### src/rtl/trng_pkg.sv
// Shared constants for the TRNG byte packer: default FIFO depth, health-test limit and byte width.
// No logic; no latency; no backpressure.
// Optional Von Neumann debiasing is selected in the top by TRNG_VN_DEBIAS_EN.
package trng_pkg;
    localparam int TRNG_FIFO_DEPTH_DEFAULT = 4;
    localparam int TRNG_REP_LIMIT_DEFAULT  = 16;
    localparam int TRNG_BYTE_W             = 8;
endpackage

### src/rtl/trng_fifo.sv
// First-word-fall-through byte FIFO with flush; head is shown on rdata while not empty, else zero.
// Latency: a push is visible on rdata the cycle after the pushing edge.
// Backpressure: push is ignored when full unless a pop happens on the same edge.
module trng_fifo #(
    parameter int DEPTH = 4,
    parameter int W     = 8,
    localparam int PW   = $clog2(DEPTH),
    localparam int CW   = PW + 1
) (
    input  logic          clk,
    input  logic          reset,
    input  logic          push,
    input  logic          pop,
    input  logic          flush,
    input  logic [W-1:0]  wdata,
    output logic [W-1:0]  rdata,
    output logic          full,
    output logic          empty,
    output logic [CW-1:0] count
);
    logic [W-1:0]  mem [DEPTH];
    logic [PW-1:0] wr_ptr;
    logic [PW-1:0] rd_ptr;
    logic          wr_en;
    logic          rd_en;

    assign empty = (count == '0);
    assign full  = (count == CW'(DEPTH));
    assign rd_en = pop && !empty;
    // When full, the popped slot is the one being overwritten, so a same-edge push is safe.
    assign wr_en = push && (!full || rd_en);
    assign rdata = empty ? '0 : mem[rd_ptr];

    always_ff @(posedge clk) begin
        if (wr_en)
            mem[wr_ptr] <= wdata;
    end

    always_ff @(posedge clk) begin
        if (reset || flush) begin
            wr_ptr <= '0;
            rd_ptr <= '0;
            count  <= '0;
        end else begin
            if (wr_en)
                wr_ptr <= wr_ptr + PW'(1);
            if (rd_en)
                rd_ptr <= rd_ptr + PW'(1);
            case ({wr_en, rd_en})
                2'b10:   count <= count + CW'(1);
                2'b01:   count <= count - CW'(1);
                default: count <= count;
            endcase
        end
    end
endmodule

### src/rtl/trng_byte_packer.sv
// Raw entropy bits -> repetition health test -> optional Von Neumann debias (TRNG_VN_DEBIAS_EN) -> MSB-first bytes -> FIFO.
// Latency: byte_valid the cycle after the edge sampling the bit that completes a byte.
// Backpressure: FIFO drained by byte_valid/byte_ready; a completed byte with FIFO full and no pop is dropped with an overflow pulse.
module trng_byte_packer
    import trng_pkg::*;
#(
    parameter int FIFO_DEPTH = TRNG_FIFO_DEPTH_DEFAULT,
    parameter int REP_LIMIT  = TRNG_REP_LIMIT_DEFAULT,
    localparam int CW        = $clog2(FIFO_DEPTH) + 1,
    localparam int RUN_W     = $clog2(REP_LIMIT + 1)
) (
    input  logic                   clk,
    input  logic                   reset,
    input  logic                   bit_in,
    input  logic                   bit_valid,
    output logic [TRNG_BYTE_W-1:0] byte_out,
    output logic                   byte_valid,
    input  logic                   byte_ready,
    output logic [CW-1:0]          fill_level,
    output logic                   overflow,
    output logic                   health_fail
);
    logic                   accept;
    logic                   prev_bit;
    logic                   have_prev;
    logic [RUN_W-1:0]       run;
    logic [RUN_W-1:0]       run_nxt;
    logic                   fail_now;
    logic                   emit_vld;
    logic                   emit_bit;
    logic [TRNG_BYTE_W-2:0] part;
    logic [TRNG_BYTE_W-1:0] byte_nxt;
    logic [2:0]             bit_cnt;
    logic                   byte_done;
    logic                   push_req;
    logic                   pop;
    logic                   drop;
    logic                   fifo_full;
    logic                   fifo_empty;

    assign accept = bit_valid && !health_fail;

    always_comb begin
        run_nxt = RUN_W'(1);
        if (have_prev && (bit_in == prev_bit)) begin
            if (run == RUN_W'(REP_LIMIT))
                run_nxt = run;
            else
                run_nxt = run + RUN_W'(1);
        end
    end

    assign fail_now = accept && (run_nxt == RUN_W'(REP_LIMIT));

`ifdef TRNG_VN_DEBIAS_EN
    logic pair_full;
    logic pair_bit;

    // Only unequal pairs emit, and the emitted value is the first bit of the pair.
    assign emit_vld = accept && pair_full && (pair_bit != bit_in);
    assign emit_bit = pair_bit;

    always_ff @(posedge clk) begin
        if (reset || fail_now) begin
            pair_full <= 1'b0;
            pair_bit  <= 1'b0;
        end else if (accept) begin
            pair_full <= !pair_full;
            if (!pair_full)
                pair_bit <= bit_in;
        end
    end
`else
    assign emit_vld = accept;
    assign emit_bit = bit_in;
`endif

    assign byte_nxt  = {part, emit_bit};
    assign byte_done = emit_vld && (bit_cnt == 3'd7);
    assign pop       = byte_valid && byte_ready;
    // A byte completing on the failing edge is discarded along with the flush.
    assign push_req  = byte_done && !fail_now;
    assign drop      = push_req && fifo_full && !pop;

    always_ff @(posedge clk) begin
        if (reset) begin
            prev_bit    <= 1'b0;
            have_prev   <= 1'b0;
            run         <= '0;
            health_fail <= 1'b0;
            part        <= '0;
            bit_cnt     <= '0;
            overflow    <= 1'b0;
        end else begin
            overflow <= drop;
            if (accept) begin
                prev_bit  <= bit_in;
                have_prev <= 1'b1;
                run       <= run_nxt;
            end
            if (fail_now) begin
                health_fail <= 1'b1;
                part        <= '0;
                bit_cnt     <= '0;
            end else if (emit_vld) begin
                part    <= byte_nxt[TRNG_BYTE_W-2:0];
                bit_cnt <= bit_cnt + 3'd1;
            end
        end
    end

    trng_fifo #(
        .DEPTH (FIFO_DEPTH),
        .W     (TRNG_BYTE_W)
    ) u_fifo (
        .clk   (clk),
        .reset (reset),
        .push  (push_req),
        .pop   (pop),
        .flush (fail_now),
        .wdata (byte_nxt),
        .rdata (byte_out),
        .full  (fifo_full),
        .empty (fifo_empty),
        .count (fill_level)
    );

    assign byte_valid = !fifo_empty;
endmodule

### config.mk
export PLATFORM = sky130hd
export DESIGN_NAME = trng_byte_packer
export DESIGN_NICKNAME = d
export VERILOG_FILES = /design/src/rtl/trng_pkg.sv /design/src/rtl/trng_fifo.sv /design/src/rtl/trng_byte_packer.sv
export SDC_FILE = /design/constraint.sdc
export NUM_CORES = 1
export LEC_CHECK = 0
export CORE_ASPECT_RATIO = 1.4
export CORE_MARGIN = 4
export CORE_UTILIZATION = 58
export CTS_CLUSTER_SIZE = 24
export DETAILED_ROUTE_END_ITERATION = 8
export PLACE_DENSITY = 0.83
export SLEW_MARGIN = 5
export SYNTH_ARGS = -nofsm -noshare
export SYNTH_HDL_FRONTEND = slang
export SYNTH_SLANG_ARGS = --single-unit
### constraint.sdc
create_clock -name clk -period 3.5 [get_ports clk]
set_input_delay 0.875 -clock clk [delete_from_list [all_inputs] [get_ports clk]]
set_output_delay 0.875 -clock clk [all_outputs]
set_load 0.1 [all_outputs]
==> impl_metrics.py <==
metrics = {
    "global_route": {
        "grt_pass1_wl_mm": 7.583,
        "grt.total_usage_pct": 17.68,
        "grt_max_degree": 20,
        "grt-ovfl-total": 0,
        "first_global_vias": 1635,
        "antenna_found_initial": 0,
    },
    "yosys": {
        "yosysTopAreaCell": "edfxtp_1",
        "syn_nets": 216,
        "ys_types": 45,
        "synth_common_cells": "edfxtp_1 (32), dfxtp_1 (28), nand2_1 (11), mux2i_1 (10), nor3_2 (10)",
        "ys_async_sr_fraction_pct": 0,
        "postSynthCellCount": 202,
        "synthTopCellsByArea": "edfxtp_1 (35%), dfxtp_1 (21%), mux4_2 (6.7%), ha_1 (3.7%), mux2i_1 (3.7%)",
        "synth_edf_count": 32,
        "yosys_warnings": 0,
        "yosysSeqAreaShare_pct": 56.17,
        "ys.flop_type": "edfxtp_1",
        "yosys.area.top_type_share_pct": 35.47,
        "syn_area_um2": 2709,
        "post_synth.cell_area_avg_um2": 13.41,
        "yosysMostFrequentCell": "edfxtp_1",
        "ys_ff_latch": 60,
    },
    "setup_path": {
        "cp_slowest_cell": "clkdlybuf4s50_1",
        "cp.required_ns": 3.74,
        "startpoint_type": "input pin",
        "r2r_slack_ns": 0.87,
        "arrival_ns": 3.07,
        "slowest_delay_ns": 0.51,
        "worstSetupPathType": "in2reg",
        "critical_path_buf_inv_count": 1,
        "crit_chain": "clkdlybuf4s50_1, xnor2_1, nand4b_1, a221o_2, a21oi_1, fa_1, and4_1, nor3_1, nor4b_1",
        "cp_max_fo": 6,
        "path_delay_family": "simple AND/OR/NAND/NOR gates",
        "setup.worst_path.end_class": "flip-flop",
    },
    "clock_tree": {
        "cts_setup_buffers": 0,
        "cts_root_buf": "clkbuf_8",
        "cts_buffers": 9,
        "cts_max_level": 3,
        "insertion_delay_ns": 0.33,
        "clk_pin_slew_worst_paths_ns": 0.07,
        "clockBufferDepth": 2,
        "cts.sinks": 60,
        "cts_tree": "yes",
        "holdBufCountCts": 0,
        "cts_resized": 0,
    },
    "layout": {
        "fillerInstances": 355,
        "finalInstanceArea_um2": 3093,
        "stdcell_count": 298,
        "drive_gt1_share_pct": 26.27,
        "area_growth_pct": 14.18,
        "final_core_util_pct": 68.19,
        "diodes": 0,
        "nNetsFinal": 245,
    },
    "place": {
        "numPortBuffers": 18,
        "dp_slack_ns": 0.3433,
        "dp.cells": 282,
        "hpwl_mm": 3.270,
        "dpl_cell_area_um2": 2925,
        "gp_congestion": 0.8478,
    },
    "sta": {
        "period_share_pct": 80.92,
        "worst_pin_slew_ns": 0.6506,
        "slew_headroom_pct": 56.26,
        "rsz0062_at_grt": "no",
        "drv_slew": 0,
        "setup_ws_ns": 0.6677,
        "finClkSkew_ns": 0.005244,
        "clock.fmax_mhz": 353.1,
        "whs_ns": 0.4806,
        "hold_viol": 0,
        "period_needed_ns": 2.832,
        "setup-violations-final": 0,
    },
    "die": {
        "io_pins": 19,
        "dieArea_um2": 5843,
        "core_um2": 4536,
        "die_x_um": 65.76,
        "die_h_um": 88.86,
        "start_util_pct": 59.72,
        "rows": 29,
    },
    "detailed_routing": {
        "ant_nets": 0,
        "wl_per_cell_um": 15.58,
        "drc": 0,
        "drt_iter0_drc": 57,
        "viasPerCell": 5.617,
        "wl_met1_mm": 1.817,
        "via_count": 1674,
        "firstDrtPassIters": 4,
        "highest_layer": "met4",
        "drt_wl_total_mm": 4.642,
        "wl_met2_mm": 2.543,
        "wl_met3_um": 209,
    },
    "power_and_ir_drop": {
        "switching_share_pct": 23.27,
        "power_frac_clock_pct": 38.9,
        "p_comb_share_pct": 4.5,
        "switchingPower_w": 0.0003090,
        "pwr-share-seq_pct": 56.6,
        "p_int_w": 0.001019,
        "vdd_ir_drop_max_mv": 0.3789,
        "p_leak_nw": 1.129,
        "powerDensity_nw_per_um2": 429.4,
    },
    "run": {
        "maxCapViolCount": 0,
    },
    "worst_hold_path": {
        "hold_class": "reg2reg",
    },
    "outcome": {
        "status": "finished clean",
    },
}
[power groups by stage]
stage,clock network (W),registers [W],logic [W]
detailed placement,0,0.000767,0.0000604
global route,0.000561,0.000752,0.0000652
finish,0.000516,0.000752,0.0000601
global placement,0,0.000767,0.0000592
CTS,0.000529,0.000752,0.0000605
floorplan,0,0.000766,0.0000452
[cells in the final DEF (no fill, tap or decap), types with 2 or more instances in the layout]
master,count
nor2b_1,9
dfxtp_1,28
ha_1,8
xnor2_1,5
a21oi_1,8
mux4_2,8
nor3_1,8
nor2_1,4
o21ai_0,4
nand2_1,11
mux2i_1,10
nor3b_1,5
nor3_2,10
nor4b_1,3
clkinvlp_4,2
buf_4,24
nand3_1,4
clkinv_2,4
inv_1,7
and3_1,2
clkdlybuf4s50_1,4
edfxtp_1,32
clkbuf_8,9
nand3b_1,4
a211oi_1,3
[flip-flops by register name (all words and copies together), names as in the netlist, named ones only]
register / count
u_fifo.mem: 32
part: 7
run: 5
bit_cnt: 3
u_fifo.count: 3
u_fifo.rd_ptr: 2
u_fifo.wr_ptr: 2
have_prev: 1
health_fail: 1
overflow: 1
prev_bit: 1
[tightest hold or removal path, cell delays in order (launching register included)]
cell,delay (ns)
dfxtp_1,0.32
nand2_1,0.06
a21oi_1,0.05
[layout make-up]
cell class                 instances  area, µm²  area share (%)
timing repair buffer              28      220.2           7.120
sequential                        60       1521           49.19
clock buffer                       9      123.9           4.005
multi-input combinational        125       1080           34.91
tap                               62      77.57           2.508
inverter                           7      26.28          0.8495
clock inverter                     7      43.79           1.416
[path summary, 6_finish.rpt]
kind,depth (start not counted),to,startpoint
max,9,u_fifo.count[2],bit_in
min,2,prev_bit,prev_bit
max reg2reg,9,u_fifo.count[2],run[0]
min reg2reg,2,prev_bit,prev_bit
[kinds of logic after synthesis]
group	synth area share [%]
XOR/XNOR	1.940
AND/OR/NAND/NOR	17.46
flip-flops	56.17
multiplexers	10.35
AO/OA/AOI/OAI	5.682
adder cells (fa/ha/maj)	4.434
buffers and inverters	3.973
[per-stage QoR]
| step | setup TNS, ns | total power, W |
|---|---|---|
| after global placement | 0 | 0.0008259 |
| final | 0 | 0.001328 |
| after global routing | 0 | 0.001378 |
| after detailed placement | 0 | 0.0008275 |
| after CTS | 0 | 0.001341 |
| after floorplan | -1.414 | 0.0008113 |
[per-layer routing]
layer  vias to the layer above  GRT usage [%]
li1                        815              -
met1                       807          18.31
met2                        46          32.48
met3                         6          4.701
met4                         0          8.679
met5                         -              0
Power figures use the tool's default switching activity.
